### config.mk
export PLATFORM = sky130hd
export DESIGN_NAME = pipe_scroller_flat
export DESIGN_NICKNAME = d
export VERILOG_FILES = /design/src/rtl/pipe_scroller_if.sv /design/src/rtl/pipe_scroller.sv /design/src/flat_wrapper.sv
export SDC_FILE = /design/constraint.sdc
export NUM_CORES = 1
export LEC_CHECK = 0
export BUFFER_PORTS_ARGS = -buffer_cell sky130_fd_sc_hd__buf_2
export CAP_MARGIN = 15
export CORE_MARGIN = 1.5
export CORE_UTILIZATION = 35
export CTS_CLUSTER_SIZE = 16
export DETAILED_ROUTE_END_ITERATION = 10
export HOLD_SLACK_MARGIN = 0.05
export PLACE_DENSITY = 0.68
export SLEW_MARGIN = 5
export SYNTH_ARGS = -nofsm -noshare
export SYNTH_HDL_FRONTEND = slang
export SYNTH_SLANG_ARGS = --single-unit
### constraint.sdc
create_clock -name clk -period 4.13 [get_ports clk]
set_clock_uncertainty 0.2 [all_clocks]
set_input_delay 0.826 -clock clk [delete_from_list [all_inputs] [get_ports clk]]
set_output_delay 0.826 -clock clk [all_outputs]
set_load 0.03 [all_outputs]
### src/rtl/pipe_scroller_if.sv
// rtl/pipe_scroller_if.sv - game-control inputs and obstacle-layer outputs of the pipe scroller
interface pipe_scroller_if;
  logic               enable;
  logic               gameover;
  logic [15:0][15:0]  red_array;
  logic               tick;
  logic               pipe_passed;

  modport master (
    output enable, gameover,
    input  red_array, tick, pipe_passed
  );

  modport slave (
    input  enable, gameover,
    output red_array, tick, pipe_passed
  );
endinterface

### src/rtl/pipe_scroller.sv
// rtl/pipe_scroller.sv - scrolling pipe obstacle layer for the 16x16 LED game matrix
module pipe_scroller #(
  parameter int         TICK_DIV     = 12_500_000,
  parameter int         GAP_H        = 4,
  parameter int         PIPE_SPACING = 6,
  parameter logic [7:0] SEED         = 8'hA5
) (
  input  logic           clk,
  input  logic           reset,
  pipe_scroller_if.slave bus
);
  localparam int             CW         = $clog2(TICK_DIV);
  localparam int             SW         = (PIPE_SPACING > 1) ? $clog2(PIPE_SPACING) : 1;
  localparam logic [CW-1:0]  TICK_LAST  = CW'(TICK_DIV - 1);
  localparam logic [SW-1:0]  SPACE_LAST = SW'(PIPE_SPACING - 1);
  localparam logic [4:0]     GAP_LIM    = 5'(16 - GAP_H);
  localparam logic [4:0]     GAP_LEN    = 5'(GAP_H);

  typedef enum logic [1:0] {S_IDLE, S_RUN, S_FROZEN} state_t;

  state_t            r_state;
  state_t            w_next;
  logic              w_run_hold;
  logic              w_clear;
  logic              w_step;
  logic [CW-1:0]     r_tick_cnt;
  logic [SW-1:0]     r_space_cnt;
  logic [7:0]        r_lfsr;
  logic [15:0][15:0] r_red;
  logic              r_tick;
  logic              r_pass;
  logic [4:0]        w_v;
  logic [4:0]        w_gap_top;
  logic [4:0]        w_gap_end;
  logic [15:0]       w_new_col;
  logic              w_col14_any;

  always_ff @(posedge clk or negedge reset) begin
    if (!reset) begin
      r_state <= S_IDLE;
    end else begin
      r_state <= w_next;
    end
  end

  always_comb begin
    w_next = r_state;
    case (r_state)
      S_IDLE:   if (bus.enable) w_next = S_RUN;
      S_RUN: begin
        if (bus.gameover)     w_next = S_FROZEN;
        else if (!bus.enable) w_next = S_IDLE;
      end
      S_FROZEN: if (!bus.enable) w_next = S_IDLE;
      default:  w_next = S_IDLE;
    endcase
  end

  // A step only happens on an edge that stays in RUN, so freeze/stop never scrolls.
  always_comb begin
    w_run_hold = (r_state == S_RUN) && (w_next == S_RUN);
    w_clear    = (r_state != S_IDLE) && (w_next == S_IDLE);
  end

  assign w_step = w_run_hold && (r_tick_cnt == TICK_LAST);

  // Gap is folded back into range rather than wrapped past row 15.
  always_comb begin
    w_v         = {1'b0, r_lfsr[3:0]};
    w_gap_top   = (w_v <= GAP_LIM) ? w_v : (w_v - GAP_LIM);
    w_gap_end   = w_gap_top + GAP_LEN;
    w_new_col   = '0;
    w_col14_any = 1'b0;
    for (int r = 0; r < 16; r++) begin
      if (r_space_cnt == '0) begin
        w_new_col[r] = !((5'(r) >= w_gap_top) && (5'(r) < w_gap_end));
      end
      w_col14_any = w_col14_any | r_red[r][14];
    end
  end

  always_ff @(posedge clk or negedge reset) begin
    if (!reset) begin
      r_tick_cnt  <= '0;
      r_space_cnt <= '0;
      r_lfsr      <= SEED;
      r_red       <= '0;
      r_tick      <= 1'b0;
      r_pass      <= 1'b0;
    end else begin
      r_tick <= w_step;
      r_pass <= w_step && w_col14_any;
      if (w_run_hold) begin
        r_tick_cnt <= (r_tick_cnt == TICK_LAST) ? '0 : (r_tick_cnt + CW'(1));
      end else begin
        r_tick_cnt <= '0;
      end
      if (w_clear) begin
        r_red <= '0;
      end else if (w_step) begin
        for (int r = 0; r < 16; r++) begin
          r_red[r] <= {r_red[r][14:0], w_new_col[r]};
        end
        if (r_space_cnt == '0) begin
          r_space_cnt <= SPACE_LAST;
          r_lfsr      <= {r_lfsr[6:0], r_lfsr[7] ^ r_lfsr[5] ^ r_lfsr[4] ^ r_lfsr[3]};
        end else begin
          r_space_cnt <= r_space_cnt - SW'(1);
        end
      end
    end
  end

  assign bus.red_array   = r_red;
  assign bus.tick        = r_tick;
  assign bus.pipe_passed = r_pass;
endmodule

### src/flat_wrapper.sv
// flat-port wrapper written by rule: the top's interface ports become plain ports
module pipe_scroller_flat 
#(
  parameter int         TICK_DIV     = 12_500_000,
  parameter int         GAP_H        = 4,
  parameter int         PIPE_SPACING = 6,
  parameter logic [7:0] SEED         = 8'hA5
)
  (clk, reset, bus_enable, bus_gameover, bus_red_array, bus_tick, bus_pipe_passed);
  pipe_scroller_if bus_i ();
  input  logic clk;
  input  logic reset;
  input wire logic [$bits(bus_i.enable)-1:0] bus_enable;
  input wire logic [$bits(bus_i.gameover)-1:0] bus_gameover;
  output wire logic [$bits(bus_i.red_array)-1:0] bus_red_array;
  output wire logic [$bits(bus_i.tick)-1:0] bus_tick;
  output wire logic [$bits(bus_i.pipe_passed)-1:0] bus_pipe_passed;
  assign bus_i.enable = bus_enable;
  assign bus_i.gameover = bus_gameover;
  assign bus_red_array = bus_i.red_array;
  assign bus_tick = bus_i.tick;
  assign bus_pipe_passed = bus_i.pipe_passed;
  pipe_scroller #(.TICK_DIV(TICK_DIV), .GAP_H(GAP_H), .PIPE_SPACING(PIPE_SPACING), .SEED(SEED)) u_core (.clk(clk), .reset(reset), .bus(bus_i));
endmodule
* Yosys cells after proc, flatten, opt, wreduce, memory -nomap -nowiden *
Cells that the tools add are included.

cells by class
  add/subtract/negate cells = 4
  order comparisons = 33
  eq/ne operators = 4
  muxes and demuxes = 26
  bitwise logic cells = 19
  reductions and logical operators = 43

operator list
  cell                                                                          number
  256-bit 2-to-1 mux                                                            2
  24-bit 2-to-1 mux                                                             2
  4-bit by 5-bit >= comparator with 1-bit output (first input constant)         8
  4-bit by 5-bit less-than comparator with 1-bit output (first input constant)  8
  24-bit by 1-bit adder with 24-bit output (second input constant)              1
  24-bit equality test (second input constant)                                  1
  3-bit by 5-bit >= comparator with 1-bit output (first input constant)         4
  1-bit logical AND                                                             20
  3-bit by 5-bit less-than comparator with 1-bit output (first input constant)  4
  1-bit zero test                                                               16
  1-bit 2-to-1 mux                                                              16
  1-bit OR                                                                      15
  1-bit by 5-bit >= comparator with 1-bit output (first input constant)         2
  2-bit by 5-bit >= comparator with 1-bit output (first input constant)         2
  1-bit by 5-bit less-than comparator with 1-bit output (first input constant)  2
  2-bit by 5-bit less-than comparator with 1-bit output (first input constant)  2
  2-bit 2-to-1 mux                                                              3
  2-bit case mux with 3 select lines                                            1
  5-bit by 3-bit adder with 5-bit output (second input constant)                1
  5-bit 2-to-1 mux                                                              1
  4-bit by 4-bit subtractor with 5-bit output (second input constant)           1
  2-bit by 1-bit equality test with 1-bit output (second input constant)        2
  4-bit <= comparator (second input constant)                                   1
  2-bit zero test                                                               2
  9 further kinds                                                               12

storage, ports and cells
  flip-flop bits (word level) = 295
  output and inout port bits = 258

* Longest topological paths before layout *
  word-level depth = 16
  gate-level depth with buffers = 9

* Least setup slack after synthesis *
OpenSTA, ideal clock, no wires.

  path kind = flip-flop to flip-flop
  from = reg u_core.r_lfsr[2]
  to = reg u_core.r_red (netlist bit u_core.bus.red_array[192])
  library setup time = 131 ps
  data arrival time = 2020 ps
  path slack = 1778 ps
  stages on the path, launching flop included = 9
  buffers on the path = 1
  period minus slack after synthesis = 2352 ps
  cells stage by stage = dfstp_2 -> clkinv_1 -> ha_1 -> clkbuf_1 -> inv_1 -> nand3_1 -> a31oi_1 -> a2111oi_0 -> o2bb2ai_1

on the way
  longest elaborated chain between the ends = 9
  elaborated cells between the ends (all ways) = 11
  classes of those cells = add/sub: 2; order compare: 3; mux: 4; reduce/logical: 2

RTL lines
  what                                                                                line                  text
  start, declared                                                                     pipe_scroller.sv:28   logic [7:0] r_lfsr;
  start signal, assigned                                                              pipe_scroller.sv:106  r_lfsr <= {r_lfsr[6:0], r_lfsr[7] ^ r_lfsr[5] ^ r_lfsr[4] ^ r_lfsr[3]};
  4-bit by 4-bit subtractor with 5-bit output or 4-bit <= comparator (tied branches)  pipe_scroller.sv:70   w_gap_top = (w_v <= GAP_LIM) ? w_v : (w_v - GAP_LIM);
  5-bit 2-to-1 mux (*)                                                                pipe_scroller.sv:70
  5-bit by 3-bit adder with 5-bit output                                              pipe_scroller.sv:71   w_gap_end = w_gap_top + GAP_LEN;
  4-bit by 5-bit less-than comparator with 1-bit output                               pipe_scroller.sv:76   w_new_col[r] = !((5'(r) >= w_gap_top) && (5'(r) < w_gap_end));
  1-bit logical AND (*)                                                               pipe_scroller.sv:76
  1-bit zero test (*)                                                                 pipe_scroller.sv:76
  1-bit 2-to-1 mux (*)                                                                pipe_scroller.sv:75   if (r_space_cnt == '0) begin
  256-bit 2-to-1 mux (*)                                                              pipe_scroller.sv:100  end else if (w_step) begin
  256-bit 2-to-1 mux (*)                                                              pipe_scroller.sv:98   if (w_clear) begin
  end signal, assigned by index                                                       pipe_scroller.sv:102  r_red[r] <= {r_red[r][14:0], w_new_col[r]};
  end, declared                                                                       pipe_scroller.sv:29   logic [15:0][15:0] r_red;

Mark *: on every way between the ends. The rest lies on a longest branch, timed or not. The select of a mux whose other input is x is not followed.
A chain may end at the register's enable or synchronous reset.

* Worst setup path after layout *
Same ends and word-level chain as after synthesis.

==> results.ini <==
[status]
status = completed

[critical_path]
required_ns = 4.35
r2r_cells = 7
crit_path_max_fanout = 17
reg2reg_to = u_core.bus.red_array[192]
startpoint = u_core.r_lfsr[2]
r2r_start = u_core.r_lfsr[2]
cp_top_family = flip-flops
critPathMaxStageDelay_ns = 0.70
slowest_stage = dfstp_2
cp.buffers_inverters = 2
crit_path_cell_trace = clkinv_1, ha_1, inv_1, nand3_1, a31oi_1, a2111oi_0, o2bb2ai_1
r2r_slack_ns = 1.21
critPathLaunchType = register
crit_path_end_kind = register
path_class = reg -> reg
worstPathArrival_ns = 3.14

[floorplanning]
die_area_sq_um = 33300
dieHeight_um = 183
core_area_sq_um = 31600
start_util_pct = 35.7
io_pins = 262
rows = 65
fp.dieW_um = 183

[final_layout]
nets = 1078
area_growth_pct = 24.0
final_common_cell = dfrtp_1
drive_above_1_share_pct = 31.2
layout_common_cells = dfrtp_1, buf_2, a22o_1
multi_input_area_sq_um = 3510
fill_cells = 2867
n_antenna_cell = 0
regArea_sq_um = 7390

[timing]
layout_worst_path_cycle_share_pct = 70.6
min_period_ns = 2.92
finalHoldViolations = 0
maxSlewViolCount = 0
worstMarginPinSlew_ns = 1.03
setup_violations = 0
rsz0062_at_grt = no
timing.final.ws_setup_ns = 1.21
fmax_mhz = 343
setup_tns_ns = 0
slew_headroom_pct = 30.7

[pwr]
ir_worst_vdd_mv = 0.290
p_total_mw = 5.92
pwr_density_cell_nw_per_um2 = 423
p_leak_nw = 7.37

[clocking]
clk_pin_slew_ns = 0.06
numClockSinks = 295
cts-root-buf = clkbuf_16
cts_tree = done
htree_levels = 1
post_cts_resized = 0
clock_path_buffers = 3
cts_made_buffers = 31
cts_hold_buf = 0
post_cts_buffers = 0
clock_latency_ns = 0.55

[yosys]
synth-seq-cells = 295
postSynth.asyncResetShare_pct = 100
ys_seq_area_share_pct = 65.5
synthCells = 829
yosysWarnings = 0
synth.distinct_cells = 47
syn_avg_cell_area_sq_um = 13.6
ys.flop_type = dfrtp_1
synth_edf_count = 0
synth_area_sq_um = 11300
synth_fp_nets = 839

[route]
wire_per_inst_um = 18.4
drt_iter0_markers = 674
ant_nets = 0
dr_total_vias = 8008
totalWireLength_mm = 27.5
met1_length_mm = 12.7
dr_wl_met3_mm = 1.58
drc_errors = 0
first_pass_iters = 4
via_per_inst = 5.36
highest_layer = met4
dr_wl_met2_mm = 12.7

[global_routing]
antenna_found_initial = 0
grt_pass1_vias = 7547
grt_max_degree = 107
grt_pass1_wl_mm = 43.4
track_usage_pct = 16.1
grt-ovfl-total = 0

[min_path]
hp-class = in -> async

[placement]
port_buffers = 261
place_congestion = 0.823
dpl.hpwl_mm = 18.0
dpl_worst_slack_ns = 1.05

[run]
maxCapViolations = 0

[stage by stage]
step | cell area (sq um) | hold slack, ns | std cells | utilization [%]
3_3_place_gp | 12900 | 0.275 | 1437 | 40.9
3_5_place_dp | 12900 | 0.279 | 1437 | 40.9
2_1_floorplan | 11300 | 0.246 | 829 | -
4_1_cts | 14000 | 0.102 | 1494 | 44.2
5_1_grt | 14000 | 0.137 | 1494 | 44.2
6_report | 14000 | 0.0834 | 1494 | 44.2
[cells in the mapped netlist, types with 3 or more instances]
library cell,instances,share of area [%]
a2111oi_0,3,0.23
a211oi_1,3,0.20
a21o_1,3,0.20
a21oi_1,15,0.67
a22o_1,242,19
and2_1,3,0.17
and3_1,6,0.33
and4_1,4,0.31
buf_2,38,1.7
buf_4,14,0.93
clkbuf_1,16,0.53
dfrtp_1,291,65
dfstp_2,4,0.93
ha_1,6,0.67
inv_1,4,0.13
mux2_2,6,0.60
nand2_1,22,0.73
nand2b_1,3,0.17
nand3_1,12,0.53
nand4_1,10,0.55
nor2_1,36,1.2
nor3_1,6,0.27
nor4_1,8,0.44
o21ai_0,10,0.44
o22ai_1,3,0.17
o2bb2ai_1,10,0.78
xnor2_1,12,0.93
xor2_1,15,1.2
[logic make-up after synthesis]
logic type / count (synthesis) / share of synthesized area, %
AO/OA/AOI/OAI: 297 / 22.2
XOR/XNOR: 27 / 2.10
adder cells (fa/ha/maj): 6 / 0.665
buffers and inverters: 76 / 3.41
flip-flops: 295 / 65.5
multiplexers: 8 / 0.776
AND/OR/NAND/NOR: 120 / 5.43
[state kept, by name (all words and copies together) (netlist names)]
register                count
u_core.bus.red_array      256
u_core.r_tick_cnt          24
u_core.r_lfsr               8
u_core.r_space_cnt          3
u_core.r_state              2
u_core.bus.pipe_passed      1
u_core.bus.tick             1
[cell type report]
cell class,count,area share (%)
clock buffer,44,6.25
sequential,295,52.8
timing repair buffer,276,10.8
clock inverter,13,1.24
inverter,6,0.215
tap,402,3.59
multi-input combinational,458,25.1
[power breakdown]
part / total [mW] / internal, mW / switching [mW] / leakage (nW)
Combinational: 0.180 / 0.0347 / 0.146 / 2.75
Sequential: 2.90 / 2.89 / 0.00353 / 4.11
Clock: 2.85 / 1.72 / 1.13 / 0.512
Total: 5.92 / 4.65 / 1.28 / 7.37
[how the worst max path moves through the flow]
stage	end	slack [ns]	cells past startpoint
after global placement	u_core.bus.red_array[56]	1.09	7
after floorplan	u_core.bus.red_array[192]	1.78	8
after global routing	u_core.bus.red_array[192]	0.95	7
final	u_core.bus.red_array[192]	1.21	7
after detailed placement	u_core.bus.red_array[54]	1.05	7
after CTS	u_core.bus.red_array[192]	1.19	7
[per-layer routing]
layer	vias up	global-route usage (%)
met1	4097	23.1
li1	3623	-
met3	48	3.09
met4	0	4.60
met5	-	0
met2	240	24.8
(Power assumes the default switching activity.)
